==> config.mk <==
export PLATFORM = sky130hd
export DESIGN_NAME = instr_encoder_flat
export DESIGN_NICKNAME = d
export VERILOG_FILES = /design/src/rtl/instr_encoder_if.sv /design/src/rtl/instr_encoder.sv /design/src/flat_wrapper.sv
export SDC_FILE = /design/constraint.sdc
export NUM_CORES = 1
export LEC_CHECK = 0
export CAP_MARGIN = 20
export CORE_MARGIN = 2
export CORE_UTILIZATION = 41
export CTS_BUF_LIST = sky130_fd_sc_hd__clkbuf_4 sky130_fd_sc_hd__clkbuf_8
export DETAILED_ROUTE_END_ITERATION = 12
export GPL_TIMING_DRIVEN = 0
export MAX_ROUTING_LAYER = met4
export PLACE_DENSITY = 0.79
export SLEW_MARGIN = 20
export SYNTH_ARGS = -nofsm -noshare
export SYNTH_HDL_FRONTEND = slang
export SYNTH_SLANG_ARGS = --single-unit
==> constraint.sdc <==
create_clock -name clk -period 1.68 [get_ports clk]
set_input_delay 0.504 -clock clk [delete_from_list [all_inputs] [get_ports clk]]
set_output_delay 0.504 -clock clk [all_outputs]
set_load 0.005 [all_outputs]
==> src/rtl/instr_encoder_if.sv <==
// Request/memory bus of the instruction encoder: encode requests in, instruction-memory writes out.
// master = requester/memory side, slave = encoder.
`default_nettype none

interface instr_encoder_if;
  logic        flush;
  logic        inValid;
  logic        inReady;
  logic [1:0]  immSrc;
  logic [31:0] opFields;
  logic [31:0] imm;
  logic        memWe;
  logic        memGnt;
  logic [31:0] memAddr;
  logic [31:0] memWd;
  logic        full;
  logic        errImm;

  modport master (
    output flush, inValid, immSrc, opFields, imm, memGnt,
    input  inReady, memWe, memAddr, memWd, full, errImm
  );

  modport slave (
    input  flush, inValid, immSrc, opFields, imm, memGnt,
    output inReady, memWe, memAddr, memWd, full, errImm
  );
endinterface

`default_nettype wire

==> src/rtl/instr_encoder.sv <==
// ============================================================================
// Module   : instr_encoder
// Brief    : Merges a sign-extended immediate into an RV32 I/S/B/J word and
//            writes successive words to instruction memory from BASE_ADDR.
//            Optional macro IMM_RANGE_CHECK_EN rejects unrepresentable
//            immediates with a one-cycle errImm pulse.
// Revision : 1.0 - initial release
// ============================================================================
`default_nettype none

module instr_encoder #(
  parameter logic [31:0] BASE_ADDR = 32'h0000_0000,
  parameter int          DEPTH     = 64
) (
  input  wire logic       clk,
  input  wire logic       resetN,
  instr_encoder_if.slave  bus
);

  localparam int                 c_CNT_W = $clog2(DEPTH + 1);
  localparam logic [c_CNT_W-1:0] c_LAST  = c_CNT_W'(DEPTH - 1);

  typedef enum logic [1:0] {
    S_IDLE  = 2'd0,
    S_WRITE = 2'd1,
    S_FULL  = 2'd2
  } state_t;

  state_t               r_state;
  state_t               w_next;
  logic [31:0]          r_addr;
  logic [c_CNT_W-1:0]   r_count;
  logic [31:0]          r_wd;
  logic                 r_errImm;
  logic [31:0]          w_word;
  logic                 w_immBad;
  logic                 w_inReady;
  logic                 w_accept;
  logic                 w_grant;

  // Immediate field placement; every other bit comes straight from opFields.
  always_comb begin
    w_word = bus.opFields;
    case (bus.immSrc)
      2'b00: w_word[31:20] = bus.imm[11:0];
      2'b01: begin
        w_word[31:25] = bus.imm[11:5];
        w_word[11:7]  = bus.imm[4:0];
      end
      2'b10: begin
        w_word[31]    = bus.imm[12];
        w_word[30:25] = bus.imm[10:5];
        w_word[11:8]  = bus.imm[4:1];
        w_word[7]     = bus.imm[11];
      end
      default: begin
        w_word[31]    = bus.imm[20];
        w_word[30:21] = bus.imm[10:1];
        w_word[20]    = bus.imm[11];
        w_word[19:12] = bus.imm[19:12];
      end
    endcase
  end

`ifdef IMM_RANGE_CHECK_EN
  logic signed [31:0] w_simm;
  assign w_simm = $signed(bus.imm);

  always_comb begin
    w_immBad = 1'b0;
    case (bus.immSrc)
      2'b00, 2'b01: w_immBad = (w_simm < -32'sd2048) || (w_simm > 32'sd2047);
      2'b10:        w_immBad = (w_simm < -32'sd4096) || (w_simm > 32'sd4094) || bus.imm[0];
      default:      w_immBad = (w_simm < -32'sd1048576) || (w_simm > 32'sd1048574) || bus.imm[0];
    endcase
  end
`else
  logic w_unused_imm;
  assign w_unused_imm = ^bus.imm[31:21];
  assign w_immBad     = 1'b0;
`endif

  assign w_accept = w_inReady && bus.inValid;
  assign w_grant  = (r_state == S_WRITE) && bus.memGnt;

  always_ff @(posedge clk or negedge resetN) begin
    if (!resetN) begin
      r_state <= S_IDLE;
    end else begin
      r_state <= w_next;
    end
  end

  always_comb begin
    w_next    = r_state;
    w_inReady = 1'b0;
    case (r_state)
      S_IDLE: begin
        w_inReady = !bus.flush;
        if (w_accept && !w_immBad) begin
          w_next = S_WRITE;
        end
      end
      S_WRITE: begin
        if (bus.memGnt) begin
          w_next = (r_count == c_LAST) ? S_FULL : S_IDLE;
        end
      end
      S_FULL:  w_next = S_FULL;
      default: w_next = S_IDLE;
    endcase
    // Flush wins over any grant or request seen in the same cycle.
    if (bus.flush) begin
      w_next = S_IDLE;
    end
  end

  always_ff @(posedge clk or negedge resetN) begin
    if (!resetN) begin
      r_addr   <= BASE_ADDR;
      r_count  <= '0;
      r_wd     <= '0;
      r_errImm <= 1'b0;
    end else begin
      r_errImm <= 1'b0;
      if (bus.flush) begin
        r_addr  <= BASE_ADDR;
        r_count <= '0;
      end else if (w_accept) begin
        if (w_immBad) begin
          r_errImm <= 1'b1;
        end else begin
          r_wd <= w_word;
        end
      end else if (w_grant) begin
        r_addr  <= r_addr + 32'd4;
        r_count <= r_count + 1'b1;
      end
    end
  end

  assign bus.inReady = w_inReady;
  assign bus.memWe   = (r_state == S_WRITE);
  assign bus.full    = (r_state == S_FULL);
  assign bus.memAddr = r_addr;
  assign bus.memWd   = r_wd;
  assign bus.errImm  = r_errImm;

endmodule

`default_nettype wire

==> src/flat_wrapper.sv <==
// flat-port wrapper written by rule: the top's interface ports become plain ports
module instr_encoder_flat 
#(
  parameter logic [31:0] BASE_ADDR = 32'h0000_0000,
  parameter int          DEPTH     = 64
)
  (clk, resetN, bus_flush, bus_inValid, bus_immSrc, bus_opFields, bus_imm, bus_memGnt, bus_inReady, bus_memWe, bus_memAddr, bus_memWd, bus_full, bus_errImm);
  instr_encoder_if bus_i ();
  input  wire logic clk;
  input  wire logic resetN;
  input wire logic [$bits(bus_i.flush)-1:0] bus_flush;
  input wire logic [$bits(bus_i.inValid)-1:0] bus_inValid;
  input wire logic [$bits(bus_i.immSrc)-1:0] bus_immSrc;
  input wire logic [$bits(bus_i.opFields)-1:0] bus_opFields;
  input wire logic [$bits(bus_i.imm)-1:0] bus_imm;
  input wire logic [$bits(bus_i.memGnt)-1:0] bus_memGnt;
  output wire logic [$bits(bus_i.inReady)-1:0] bus_inReady;
  output wire logic [$bits(bus_i.memWe)-1:0] bus_memWe;
  output wire logic [$bits(bus_i.memAddr)-1:0] bus_memAddr;
  output wire logic [$bits(bus_i.memWd)-1:0] bus_memWd;
  output wire logic [$bits(bus_i.full)-1:0] bus_full;
  output wire logic [$bits(bus_i.errImm)-1:0] bus_errImm;
  assign bus_i.flush = bus_flush;
  assign bus_i.inValid = bus_inValid;
  assign bus_i.immSrc = bus_immSrc;
  assign bus_i.opFields = bus_opFields;
  assign bus_i.imm = bus_imm;
  assign bus_i.memGnt = bus_memGnt;
  assign bus_inReady = bus_i.inReady;
  assign bus_memWe = bus_i.memWe;
  assign bus_memAddr = bus_i.memAddr;
  assign bus_memWd = bus_i.memWd;
  assign bus_full = bus_i.full;
  assign bus_errImm = bus_i.errImm;
  instr_encoder #(.BASE_ADDR(BASE_ADDR), .DEPTH(DEPTH)) u_core (.clk(clk), .resetN(resetN), .bus(bus_i));
endmodule
==> metrics.md <==
| Metric | Value |
|---|---|
| Starting density of the core | 42.5% |
| First-pass GRT wire length | 17200 µm |
| Fin crit share | 107% |
| Share of post-route cells with drive strength above 1 | 27.7% |
| Number of global-route vias before repair | 3581 |
| Multi-input logic area | 1880 µm² |
| Seq cells post-synth | 71 |
| Final period demand of the worst path | 1.79 ns |
| Fin. max-slew vios | 0 |
| Maximum vdd drop | 0.000494 V |
| Routed wire length | 11400 µm |
| Finished Cell Area | 5780 µm² |
| Run status | complete, but fails checks |
| Rows | 33 |
| Reg2reg start | u_core.bus.memAddr[3] |
| Area share of the largest cell type after synthesis | 50.9% |
| DR WL met3 | 941 µm |
| DP Area | 4820 µm² |
| Largest net degree at the start of global routing | 43 |
| Setup ws final | -0.112 ns |
| Max Clock Skew | 0.00878 ns |
| Met1 Wirelength | 4420 µm |
| DPL Wire Length | 7040 µm |
| Hold WC Path Type | primary input to asynchronous set/reset pin |
| Critical path required time | 1.94 ns |
| Routability cong. | 0.825 |
| Full die area | 9270 µm² |
| H-tree Lvls | 3 |
| Max-cap viol count | 0 |
| Hold Buf Count CTS | 0 |
| Pre-CTS setup slack | -0.679 ns |
| Top cells by area, synth | dfrtp_1 51%, nand2_1 7.7%, nor2_1 3.9%, a21oi_1 3.6%, o21ai_0 3.2% |
| Clk_lat worst skew | 0.35 ns |
| RSZ-0062 raised after global routing | true |
| CTS Sinks | 71 |
| Yosys top cell by area | dfrtp_1 |
| ANT nets after route | 0 |
| Avg WL per Cell | 17.0 µm |
| Ys Warns | 0 |
| Root buf cell | clkbuf_8 |
| Endpoints failing setup | 23 |
| Predominant post-synthesis flop cell | dfrtp_1 |
| Commonest cells in the netlist | 72 x nand2_1, 71 x dfrtp_1, 36 x nor2_1 |
| Mean Syn Cell Area | 9.34 µm² |
| DRT iter0 DRCs | 169 |
| Total power | 4310 µW |
| Total core area | 8220 µm² |
| Slew margin rel. | 61.6% |
| Fin Setup TNS | -1.34 ns |
| WL met2 | 5860 µm |
| CTS tree | done |
| Chip height | 96.3 µm |
| Compound-Gate Fraction of Synth Area | 12.5% |
| Total GRT Usage | 24.9% |
| Fmax achieved | 558 MHz |
| Final Hold Viols | 0 |
| Final #Nets | 638 |
| Combinational family with the most area after synthesis | simple AND/OR/NAND/NOR gates |
| Crit Path Category | flip-flop to flip-flop |
| Crit path DAT | 2.06 ns |
| CTS clk-pin slew, worst paths | 0.08 ns |
| Reg2reg end | u_core.bus.memAddr[23] |
| Port Buf Inserts | 116 |
| Die width | 96.3 µm |
| Unique masters post-synth | 41 |
| Clock buffer depth | 2 |
| Final-layout fill cell count | 604 |
| Crit path max fanout | 5 |
| # DRC | 0 |
| Top-count cell post-synth | nand2_1 |
| Xor/xnor cell area share of the yosys netlist | 3.76% |
| DR top layer | met4 |
| PD cells | 746 nW/µm² |
| Post-Synth Simple-Gate Area | 23.9% |
| Register area share after synthesis | 50.9% |
| Post-synth EDFFs | 0 |
| Worst reg2reg path depth | 6 |
| Core Util, Final | 70.3% |
| Total gr overflow | 0 |
| Area of the mapped netlist | 3490 µm² |
| Fraction of registers with async set/reset | 100% |
| Failing checks | negative setup slack |
| Syn Inst Count | 374 |
| TritonCTS buffer count | 9 |
| Via Count | 3696 |
| CP endpoint kind | flip-flop |
| Startpoint Class | flip-flop |
| R2r setup slk | -0.11 ns |
| Post-synthesis mux area share | 2.62% |
| # IOs | 139 |
| P&R area growth vs syn | 65.5% |
| FF/Latch Area | 1780 µm² |
| Worst-Margin Slew | 0.576 ns |
| Drt first pass iters | 4 |
| Via density | 5.51 |
| Leakage | 0.00276 µW |
| Initial antenna violation count | 0 |
| Adder-cell share of the synthesized area | 2.15% |
| N_diodes | 0 |
## metrics by stage
| step | hold slack [ns] | std cells |
|---|---|---|
| finish | 0.0839 | 671 |
| floorplan | 0.208 | 376 |
| detailed placement | 0.464 | 598 |
| global route | 0.106 | 671 |
| CTS | 0.0954 | 665 |
| global placement | 0.456 | 597 |
## layout by cell type (no fill, tap or decap), types with 4 or more instances in the layout
cell type / count
dfrtp_2: 5
dlygate4sd2_1: 62
o31ai_1: 5
clkdlybuf4s50_1: 47
xor2_1: 10
o21ai_0: 21
dfrtp_1: 66
a221oi_2: 5
xnor2_1: 4
or3_4: 6
a21oi_2: 11
clkbuf_2: 4
clkbuf_8: 12
mux2i_1: 8
clkbuf_1: 5
nor2_1: 34
a21oi_1: 14
nand4_1: 8
nand2_1: 69
buf_4: 56
or4_1: 5
and4_1: 5
nand3_1: 9
buf_6: 13
and3_1: 5
## sequential cells by signal, indices dropped and copies added, names as in the netlist
register            flops
u_core.bus.memAddr     30
u_core.r_count          7
u_core.bus.memWd       32
u_core.r_state          2
## critical path, cell delays in order (launching register included)
cell	delay [ns]
dfrtp_1	0.43
buf_6	0.13
and4_4	0.26
o2111ai_4	0.18
buf_6	0.18
or4_1	0.39
a21oi_1	0.15
## power breakdown
group | total [µW] | internal, µW | switching, µW | leakage [µW]
logic | 774 | 417 | 358 | 0.00172
registers | 1950 | 1860 | 87.5 | 0.000925
clock network | 1590 | 915 | 679 | 0.000112
total | 4310 | 3190 | 1120 | 0.00276
## area by class of cell
class                   count  area share (%)
clock buffers              11            2.62
well taps                 105            2.27
flip-flops and latches     71            30.9
inverters                   6           0.390
multi-input cells         275            32.5
repair buffers            175            27.0
clock inverters             5            1.39
plain buffers              23            2.94
## how the worst max path moves through the flow
stage | start | end | slack, ns
floorplan | bus_memGnt | u_core.bus.memAddr[30] | -0.01
global placement | resetN | u_core.bus.memWd[29] | -2.29
detailed placement | bus_immSrc[0] | u_core.bus.memWd[16] | -0.68
CTS | u_core.r_state[0] | u_core.bus.memAddr[24] | -0.11
global route | u_core.bus.memAddr[3] | u_core.bus.memAddr[23] | -0.17
finish | u_core.bus.memAddr[3] | u_core.bus.memAddr[23] | -0.11
## cells by family (layout without fill, tap and decap cells)
family | after synthesis | after routing
compound gates | 70 | 70
xor+xnor | 15 | 15
fa+ha+maj | 6 | 6
buf+inv | 30 | 220
flops | 71 | 71
mux | 9 | 9
other cells | 1 | 3
simple gates | 172 | 172
## metal layers
layer	vias to the layer above	GRT usage [%]
li1	1685	-
met1	1792	28.2
met2	190	43.1
met3	29	6.81
met4	0	7.28
met5	-	-
## repair_timing
item / 4_1_cts / 5_1_grt
gates resized for setup: 124 / 53
endpoints found under the hold margin: 0 / 0
setup endpoints to repair: 116 / 61
setup buffers: 50 / 6
gates cloned: 2 / 0
pin swaps: 16 / 20
Note: power is estimated with default switching activity, not from simulation.
